File: src/rtl/mac_pkg.sv
// Shared constants and types for the MAC operand feeder.
package mac_pkg;

    localparam int DW           = 8;
    localparam int DEPTH        = 8;
    localparam int FLUSH_CYCLES = 3;
    localparam int RES_W        = 2 * DW;

    // Width of the flush-cycle counter.
    localparam int FLUSH_W = (FLUSH_CYCLES > 1) ? $clog2(FLUSH_CYCLES) : 1;

    typedef enum logic [1:0] {
        ST_LOAD   = 2'd0,
        ST_RUN    = 2'd1,
        ST_FLUSH  = 2'd2,
        ST_RESULT = 2'd3
    } state_t;

    // Width needed to hold a pair count of 0..depth.
    function automatic int len_width(input int depth);
        return $clog2(depth) + 1;
    endfunction

endpackage

File: src/rtl/mac_pair_buf.sv
// Operand-pair storage: DEPTH-entry register array, one write port and one
// indexed combinational read port. Data is deliberately not reset; the
// feeder only ever reads entries written during the current burst.
module mac_pair_buf #(
    parameter int DEPTH = 8,
    parameter int DW    = 8,
    parameter int AW    = (DEPTH > 1) ? $clog2(DEPTH) : 1
) (
    input  logic          clk,
    input  logic          wr_en_i,
    input  logic [AW-1:0] wr_idx_i,
    input  logic [DW-1:0] wr_a_i,
    input  logic [DW-1:0] wr_b_i,
    input  logic [AW-1:0] rd_idx_i,
    output logic [DW-1:0] rd_a_o,
    output logic [DW-1:0] rd_b_o
);

    logic [DW-1:0] mem_a_q [DEPTH];
    logic [DW-1:0] mem_b_q [DEPTH];

    generate
        for (genvar gi = 0; gi < DEPTH; gi++) begin : g_entry
            // Each entry captures the incoming pair when it is the write target.
            always_ff @(posedge clk) begin
                if (wr_en_i && (wr_idx_i == AW'(gi))) begin
                    mem_a_q[gi] <= wr_a_i;
                    mem_b_q[gi] <= wr_b_i;
                end
            end
        end
    endgenerate

    assign rd_a_o = mem_a_q[rd_idx_i];
    assign rd_b_o = mem_b_q[rd_idx_i];

endmodule

File: src/rtl/mac_feeder.sv
// Buffers a burst of operand pairs, streams them into an external MAC unit,
// pads with zero operands while the MAC pipeline drains, then captures and
// holds the accumulated dot product until it is accepted downstream.
module mac_feeder #(
    parameter int DEPTH = mac_pkg::DEPTH,
    parameter int DW    = mac_pkg::DW
) (
    input  logic                    clk,
    input  logic                    reset,
    input  logic                    in_valid,
    output logic                    in_ready,
    input  logic [DW-1:0]           in_a,
    input  logic [DW-1:0]           in_b,
    input  logic                    in_last,
    output logic                    mac_en,
    output logic [DW-1:0]           mac_a,
    output logic [DW-1:0]           mac_b,
    input  logic                    mac_valid,
    input  logic [2*DW-1:0]         mac_c,
    output logic                    res_valid,
    input  logic                    res_ready,
    output logic [2*DW-1:0]         res_data,
    output logic [$clog2(DEPTH):0]  res_len,
    output logic                    res_err,
    output logic                    res_trunc,
    output logic                    busy
);

    import mac_pkg::*;

    localparam int CW = len_width(DEPTH);
    localparam int AW = (DEPTH > 1) ? $clog2(DEPTH) : 1;
    localparam int RW = 2 * DW;

    localparam logic [CW-1:0]      LAST_SLOT  = CW'(DEPTH - 1);
    localparam logic [FLUSH_W-1:0] FLUSH_LAST = FLUSH_W'(FLUSH_CYCLES - 1);

    state_t               state_q, state_d;
    logic [CW-1:0]        cnt_q;       // pairs loaded so far / next write slot
    logic [CW-1:0]        idx_q;       // pair currently presented to the MAC
    logic [CW-1:0]        len_q;       // pairs in the burst being processed
    logic                 trunc_q;     // burst closed by a full buffer
    logic [FLUSH_W-1:0]   flush_q;
    logic [RW-1:0]        res_data_q;
    logic [CW-1:0]        res_len_q;
    logic                 res_err_q;
    logic                 res_trunc_q;

    logic                 load_fire;
    logic                 load_close;
    logic                 run_done;
    logic                 flush_done;
    logic [DW-1:0]        rd_a;
    logic [DW-1:0]        rd_b;

    assign load_fire  = (state_q == ST_LOAD) && in_valid;
    assign load_close = load_fire && (in_last || (cnt_q == LAST_SLOT));
    assign run_done   = (idx_q == (len_q - CW'(1)));
    assign flush_done = (flush_q == FLUSH_LAST);

    mac_pair_buf #(
        .DEPTH (DEPTH),
        .DW    (DW),
        .AW    (AW)
    ) u_buf (
        .clk      (clk),
        .wr_en_i  (load_fire),
        .wr_idx_i (cnt_q[AW-1:0]),
        .wr_a_i   (in_a),
        .wr_b_i   (in_b),
        .rd_idx_i (idx_q[AW-1:0]),
        .rd_a_o   (rd_a),
        .rd_b_o   (rd_b)
    );

    // State register.
    always_ff @(posedge clk) begin
        if (reset) begin
            state_q <= ST_LOAD;
        end else begin
            state_q <= state_d;
        end
    end

    // Next-state logic.
    always_comb begin
        state_d = state_q;
        unique case (state_q)
            ST_LOAD:   if (load_close) state_d = ST_RUN;
            ST_RUN:    if (run_done)   state_d = ST_FLUSH;
            ST_FLUSH:  if (flush_done) state_d = ST_RESULT;
            ST_RESULT: if (res_ready)  state_d = ST_LOAD;
            default:   state_d = ST_LOAD;
        endcase
    end

    // Outputs decoded from state; operands are forced to zero outside RUN so
    // the drain cycles push only zero products through the MAC.
    always_comb begin
        in_ready  = (state_q == ST_LOAD);
        busy      = (state_q != ST_LOAD);
        mac_en    = (state_q == ST_RUN) || (state_q == ST_FLUSH);
        mac_a     = '0;
        mac_b     = '0;
        res_valid = (state_q == ST_RESULT);
        if (state_q == ST_RUN) begin
            mac_a = rd_a;
            mac_b = rd_b;
        end
    end

    // Counters, burst bookkeeping and the result register.
    always_ff @(posedge clk) begin
        if (reset) begin
            cnt_q       <= '0;
            idx_q       <= '0;
            len_q       <= '0;
            trunc_q     <= 1'b0;
            flush_q     <= '0;
            res_data_q  <= '0;
            res_len_q   <= '0;
            res_err_q   <= 1'b0;
            res_trunc_q <= 1'b0;
        end else begin
            unique case (state_q)
                ST_LOAD: begin
                    idx_q   <= '0;
                    flush_q <= '0;
                    if (load_fire) begin
                        cnt_q <= cnt_q + CW'(1);
                    end
                    if (load_close) begin
                        len_q   <= cnt_q + CW'(1);
                        trunc_q <= ~in_last;
                    end
                end
                ST_RUN: begin
                    idx_q <= idx_q + CW'(1);
                end
                ST_FLUSH: begin
                    flush_q <= flush_q + FLUSH_W'(1);
                    if (flush_done) begin
                        flush_q     <= '0;
                        res_data_q  <= mac_c;
                        res_err_q   <= ~mac_valid;
                        res_len_q   <= len_q;
                        res_trunc_q <= trunc_q;
                    end
                end
                ST_RESULT: begin
                    if (res_ready) begin
                        cnt_q <= '0;
                    end
                end
                default: begin
                    cnt_q <= '0;
                end
            endcase
        end
    end

    assign res_data  = res_data_q;
    assign res_len   = res_len_q;
    assign res_err   = res_err_q;
    assign res_trunc = res_trunc_q;

endmodule
File: config.mk
export PLATFORM = sky130hd
export DESIGN_NAME = mac_feeder
export DESIGN_NICKNAME = d
export VERILOG_FILES = /design/src/rtl/mac_pkg.sv /design/src/rtl/mac_pair_buf.sv /design/src/rtl/mac_feeder.sv
export SDC_FILE = /design/constraint.sdc
export NUM_CORES = 1
export LEC_CHECK = 0
export CAP_MARGIN = 25
export CELL_PAD_IN_SITES_DETAIL_PLACEMENT = 0
export CELL_PAD_IN_SITES_GLOBAL_PLACEMENT = 1
export CORE_ASPECT_RATIO = 0.7
export CORE_MARGIN = 2
export CORE_UTILIZATION = 47
export CTS_BUF_LIST = sky130_fd_sc_hd__clkbuf_16
export DETAILED_ROUTE_END_ITERATION = 8
export GPL_TIMING_DRIVEN = 0
export PLACE_DENSITY = 0.81
export SYNTH_ARGS = -nofsm -noshare
export SYNTH_HDL_FRONTEND = slang
export SYNTH_SLANG_ARGS = --single-unit
File: constraint.sdc
create_clock -name clk -period 2.6 [get_ports clk]
set_clock_uncertainty 0.05 [all_clocks]
set_input_delay 0.39 -clock clk [delete_from_list [all_inputs] [get_ports clk]]
set_output_delay 0.39 -clock clk [all_outputs]
set_load 0.005 [all_outputs]
Word level (Yosys, flattened, before mapping)
Memory sizes are Yosys's and may differ from the RTL's. A register that Yosys moved wholly into a read port is not among the register bits.
Index checks and enable logic that the tools add are counted.
{"block": "totals", "out_inout_bits": 42, "mem_bits_rw": 128, "mem_count": 2, "reg_bits": 39, "wordCells": 147}
{"block": "classes", "mux": 75, "eq_ne": 18, "n_bitwise": 2, "n_reduce_logical": 36, "n_addsub": 4}
{"name": "u_buf.mem_a_q", "words": 8, "word_bits": 8, "rd": 1, "rd_ports_with_merged_regs": 1, "write_ports": 1, "line_no": "mac_pair_buf.sv:19", "source": "logic [DW-1:0] mem_a_q [DEPTH];"}
{"name": "u_buf.mem_b_q", "words": 8, "word_bits": 8, "rd": 1, "rd_ports_with_merged_regs": 1, "write_ports": 1, "line_no": "mac_pair_buf.sv:20", "source": "logic [DW-1:0] mem_b_q [DEPTH];"}
{"cell": "8-bit two-way mux", "count": 16}
{"cell": "8-bit OR reduction", "count": 14}
{"cell": "3-bit two-way mux", "count": 18}
{"cell": "1-bit two-way mux", "count": 30}
{"cell": "4-bit one-hot mux with 2 select lines", "count": 2}
{"cell": "3-bit == test, second input constant", "count": 4}
{"cell": "1-bit logical AND", "count": 10}
{"cell": "2-bit two-way mux", "count": 5}
{"cell": "4-bit by 1-bit adder with 4-bit output, second input constant", "count": 2}
{"cell": "4-bit two-way mux", "count": 2}
{"cell": "2-bit one-hot mux with 4 select lines", "count": 1}
{"cell": "2-bit nonzero test", "count": 4}
{"cell": "2-bit == test, second input constant", "count": 3}
{"cell": "3-bit by 2-bit == test with 1-bit output, second input constant", "count": 2}
{"cell": "2-bit by 1-bit inequality test with 1-bit output, second input constant", "count": 3}
{"cell": "4-bit by 3-bit == test with 1-bit output, second input constant", "count": 1}
{"cell": "4-bit == test", "count": 1}
{"cell": "2-bit inequality test, second input constant", "count": 2}
{"cell": "2-bit one-hot mux with 2 select lines", "count": 1}
{"cell": "2-bit AND reduction", "count": 2}
{"cell": "4-bit AND reduction", "count": 1}
{"cell": "4-bit by 1-bit subtractor with 4-bit output, second input constant", "count": 1}
{"cell": "3-bit by 1-bit == test with 1-bit output, second input constant", "count": 1}
{"cell": "3-bit zero test", "count": 1}
{"cell": "other kinds (6)", "count": 8}

Logic depth before layout (Yosys ltp)
{"block": "depth", "depth_word": 13, "depth_mapped": 7, "ltp_nobuf": 7}

Cells and area by module
A second synthesis with hierarchy kept.
{"block": "unflattened", "cells_unflattened": 420, "area_unflattened_um2": 6760.2}
{"mod": "mac_pair_buf", "cells_per_inst": 198, "area_each_um2": 4973.5, "instances": 1}
{"mod": "mac_feeder", "cells_per_inst": 222, "area_each_um2": 1786.7, "instances": 1}

Worst setup path before layout
Ideal clock, no wire load.
{"block": "synth_path", "path_kind": "register to register", "startpoint": "register state_q[0]", "endpoint": "memory u_buf.mem_a_q[0][0], enable pin", "required_ps": 2162, "synth_period_minus_slack_ps": 2206, "setup_slack_ps": 394, "arrival_ps": 1768, "path_stages_with_launch": 6, "cell_sequence": "dfxtp_1 -> inv_1 -> ha_1 -> clkbuf_1 -> nand2_1 -> nor2_1"}
{"block": "synth_via", "elab_chain_len": 13, "word_cells_on_any_way": 47, "cone_classes": "mux: 30; reduce/logical: 17"}
{"element": "start, declared", "line_no": "mac_feeder.sv:38", "source": "state_t state_q, state_d;"}
{"element": "start signal, assigned", "line_no": "mac_feeder.sv:81", "source": "state_q <= state_d;"}
{"element": "2-bit zero test *"}
{"element": "named net in_ready", "line_no": "mac_feeder.sv:11", "source": "output logic in_ready,"}
{"element": "1-bit logical AND *", "line_no": "mac_feeder.sv:56", "source": "assign load_fire = (state_q == ST_LOAD) && in_valid;"}
{"element": "1-bit logical AND", "line_no": "mac_pair_buf.sv:26", "source": "if (wr_en_i && (wr_idx_i == AW'(gi))) begin"}
{"element": "1-bit two-way mux", "line_no": "mac_pair_buf.sv:26"}
{"element": "1-bit two-way mux (implied by the code)", "line_no": "mac_pair_buf.sv:27", "source": "mem_a_q[gi] <= wr_a_i;"}
{"element": "8-bit OR reduction (no source line)"}
{"element": "3-bit two-way mux (no source line) / 1-bit two-way mux (equally long branches) (7 in series)"}
{"element": "end, declared", "line_no": "mac_pair_buf.sv:19"}
The timed path passes the listed nets; every way through them passes the cells marked *.

==> impl_results.md <==
- Worst R2R Start: state_q[1]
- R2r endpoint: u_buf.mem_a_q[0][4]
- Worst-margin pin slew: 0.927 ns
- EDFF count, synth: 128
- Hold_buf cts: 0
- Pre-antenna DRT Iters: 7
- CTS clk-pin slew, worst paths: 0.07 ns
- Cells after synthesis: 428
- Critical path endpoint: mac_b[6]
- Final WL: 14600 um
- Maxcap violations: 0
- Min-Delay Path Class: in2reg
- Worst path slowest cell: mux4_2
- Max-slew violations: 0
- Layout cells sized above 1: 19.9%
- CTS tree: built
- Setup-failing EPs final: 0
- Setup WS post-layout: 0.0727 ns
- Number of library cell types mapped by synthesis: 32
- ANT nets after route: 0
- Tot GR Track Use: 20.2%
- Ys Warns: 0
- GP Congestion: 0.760
- Overflow after GRT: 0
- Via count: 3930
- Root Buffer: clkbuf_16
- R2R setup slack: 0.27 ns
- Max Fanout on Critical Path: 8
- Worst Path Buf+Inv: 4
- DRC Markers: 0
- Core area: 14000 um2
- Initial antenna violation count: 0
- Number of I/O pins: 80
- Final setup TNS: 0 ns
- Clock Tree Buf Depth: 2
- Achievable clock frequency: 0.396 GHz
- Final net count: 590
- Crit. path cell count: 7
- Critical path arrival: 2.09 ns
- Pwr/cell area: 853 nW/um2
- WS Path Type: reg2out
- Core Util, Final: 61.7%
- Rel. slew slack: 38.2%
- Top cell by count, worst path: buf_12
- Delay-heaviest family, CP: multiplexers
- Critical path startpoint category: flop
- Final Cycle Share: 97.2%
- Critical path, cell by cell: buf_12, buf_12, buf_4, mux4_2, mux2i_1, nor2b_1, clkdlybuf4s15_1
- Largest net degree at the start of global routing: 17
- R2R depth: 6
- Critical Path RT: 2.16 ns
- Sequential area share after synthesis: 69.5%
- Iter 0 DRT Violations: 259
- RSZ-0062 raised after global routing: false
- Post-Syn Nets: 479
- Fraction of registers with async set/reset: 0%
- Max incr delay on CP: 0.49 ns
- Die area: 15300 um2
- Shortest period the worst path allows: 2.53 ns
- Initial Util: 48.2%
- Avg Synthesized Cell Area: 15.7 um2
- Vias in the first global route: 3914
- DPL Wire Length: 9340 um
- Final Hold Violating Endpoints: 0
- Max IR drop VDD: 603 uV
- Routed WL per cell: 19.7 um
- Worst-Skew Late Latency: 0.42 ns
- CTS sink count: 170
- Status: completed
- First-pass GRT wire length: 22600 um
- Layout area overhead: 28.0%
- Synthesized flop and latch total: 170
- Kind of end point of the critical path: output pin
- Clock buffer count from CTS: 17
- Ant. Diodes: 0
- Fill cells: 1042
- Die height: 104 um
- # rows: 36
- Post-Syn Area: 6740 um2
- Port-buffer cells: 77
- H-tree levels: 4
- Drt via density: 5.30
- Pre-CTS setup slack: -0.0557 ns
- Predominant post-synthesis flop cell: edfxtp_1
- Static Leak: 0.00286 uW
- Die width: 147 um
==> metrics by stage <==
stage          std cells  area (um2)  power, uW  hold slack (ns)
3_3_place_gp         695        7740       4670            0.393
2_1_floorplan        428        6740       4140            0.381
3_5_place_dp         701        7860       4760            0.397
6_report             742        8620       7350            0.324
4_1_cts              743        8670       7460            0.314
5_1_grt              742        8620       7650            0.326
==> power breakdown <==
group          switching [uW]  internal [uW]  total [uW]
combinational             799            896        1690
clock                    1040           1420        2450
sequential               95.7           3110        3210
total                    1930           5420        7350
==> cells by family after synthesis <==
group	synth area share, %
buffers and inverters	1.82
xor gates and xnor gates	1.04
muxes	13.4
DFF	69.5
AOI/OAI and AO/OA	4.33
adders and majority gates	2.41
and+or+nand+nor	7.49
==> final cells by class <==
| type | instances | area, um2 | area share, % |
|---|---|---|---|
| clock inverters | 15 | 151 | 1.76 |
| well taps | 190 | 238 | 2.76 |
| plain buffers | 21 | 165 | 1.92 |
| multi-input cells | 227 | 1960 | 22.7 |
| repair buffers | 93 | 965 | 11.2 |
| inverters | 9 | 33.8 | 0.392 |
| flip-flops and latches | 170 | 4690 | 54.4 |
| clock buffers | 17 | 425 | 4.93 |
==> flip-flops by register name (all words and copies together), names as in the netlist, named ones only <==
name and cells:
cnt_q 4, trunc_q 1, u_buf.mem_a_q 64, len_q 4
res_trunc 1, res_len 4, res_err 1, res_data 16
u_buf.mem_b_q 64, idx_q 4, state_q 2, flush_q 2
==> routing by layer <==
layer  wire (um)  track usage, %
met4         172            5.29
met1        6640            28.5
met3         763            5.04
met5           0               0
met2        7070            31.8
==> synth_stat cells (3+ instances only) <==
library cell / number / share of area, %
dfxtp_1: 42 / 12
nor2_1: 28 / 1.6
clkbuf_1: 16 / 0.89
edfxtp_1: 128 / 57
nor3_1: 3 / 0.22
nor2b_1: 17 / 1.6
a211oi_1: 4 / 0.45
buf_2: 5 / 0.37
mux2i_1: 18 / 2.7
inv_1: 9 / 0.50
o21ai_0: 4 / 0.30
xnor2_1: 7 / 0.91
mux4_2: 32 / 11
nand2_1: 49 / 2.7
ha_1: 13 / 2.4
a21oi_1: 30 / 2.2
==> worst min-delay path by stage <==
stage / cells past startpoint / start / slack [ns] / to
finish: 2 / reset / 0.32 / res_len[0]
global route: 2 / reset / 0.33 / res_trunc
CTS: 2 / reset / 0.31 / res_len[0]
detailed placement: 2 / res_data[2] / 0.40 / res_data[2]
global placement: 2 / res_data[3] / 0.39 / res_data[3]
floorplan: 2 / trunc_q / 0.38 / res_trunc
==> cell usage in the layout, fill, tap and decap left out, types with 3 or more instances in the layout <==
| cell type | n |
|---|---|
| ha_1 | 12 |
| edfxtp_1 | 128 |
| nor3_1 | 3 |
| a21oi_1 | 30 |
| clkbuf_2 | 5 |
| clkbuf_1 | 10 |
| buf_2 | 3 |
| mux2i_1 | 18 |
| dfxtp_1 | 40 |
| clkinv_4 | 3 |
| buf_4 | 4 |
| clkinv_2 | 4 |
| clkdlybuf4s50_1 | 61 |
| inv_1 | 10 |
| dlygate4sd2_1 | 8 |
| buf_12 | 6 |
| a211oi_1 | 4 |
| xnor2_1 | 7 |
| mux4_2 | 32 |
| nor2_1 | 22 |
| nor2b_1 | 17 |
| clkbuf_4 | 5 |
| nor2_2 | 6 |
| buf_6 | 3 |
| buf_8 | 5 |
| clkbuf_16 | 17 |
| o21ai_0 | 4 |
| nand2_1 | 49 |
==> repair_timing <==
| item | 4_1_cts | 5_1_grt |
|---|---|---|
| resized for setup | 58 | 12 |
| setup endpoints to repair | 16 | 51 |
| cloned | 3 | 0 |
| buffers inserted | 8 | 0 |
| endpoints found under the hold margin | 0 | 0 |
No activity file was read; power rests on OpenSTA's default activity.
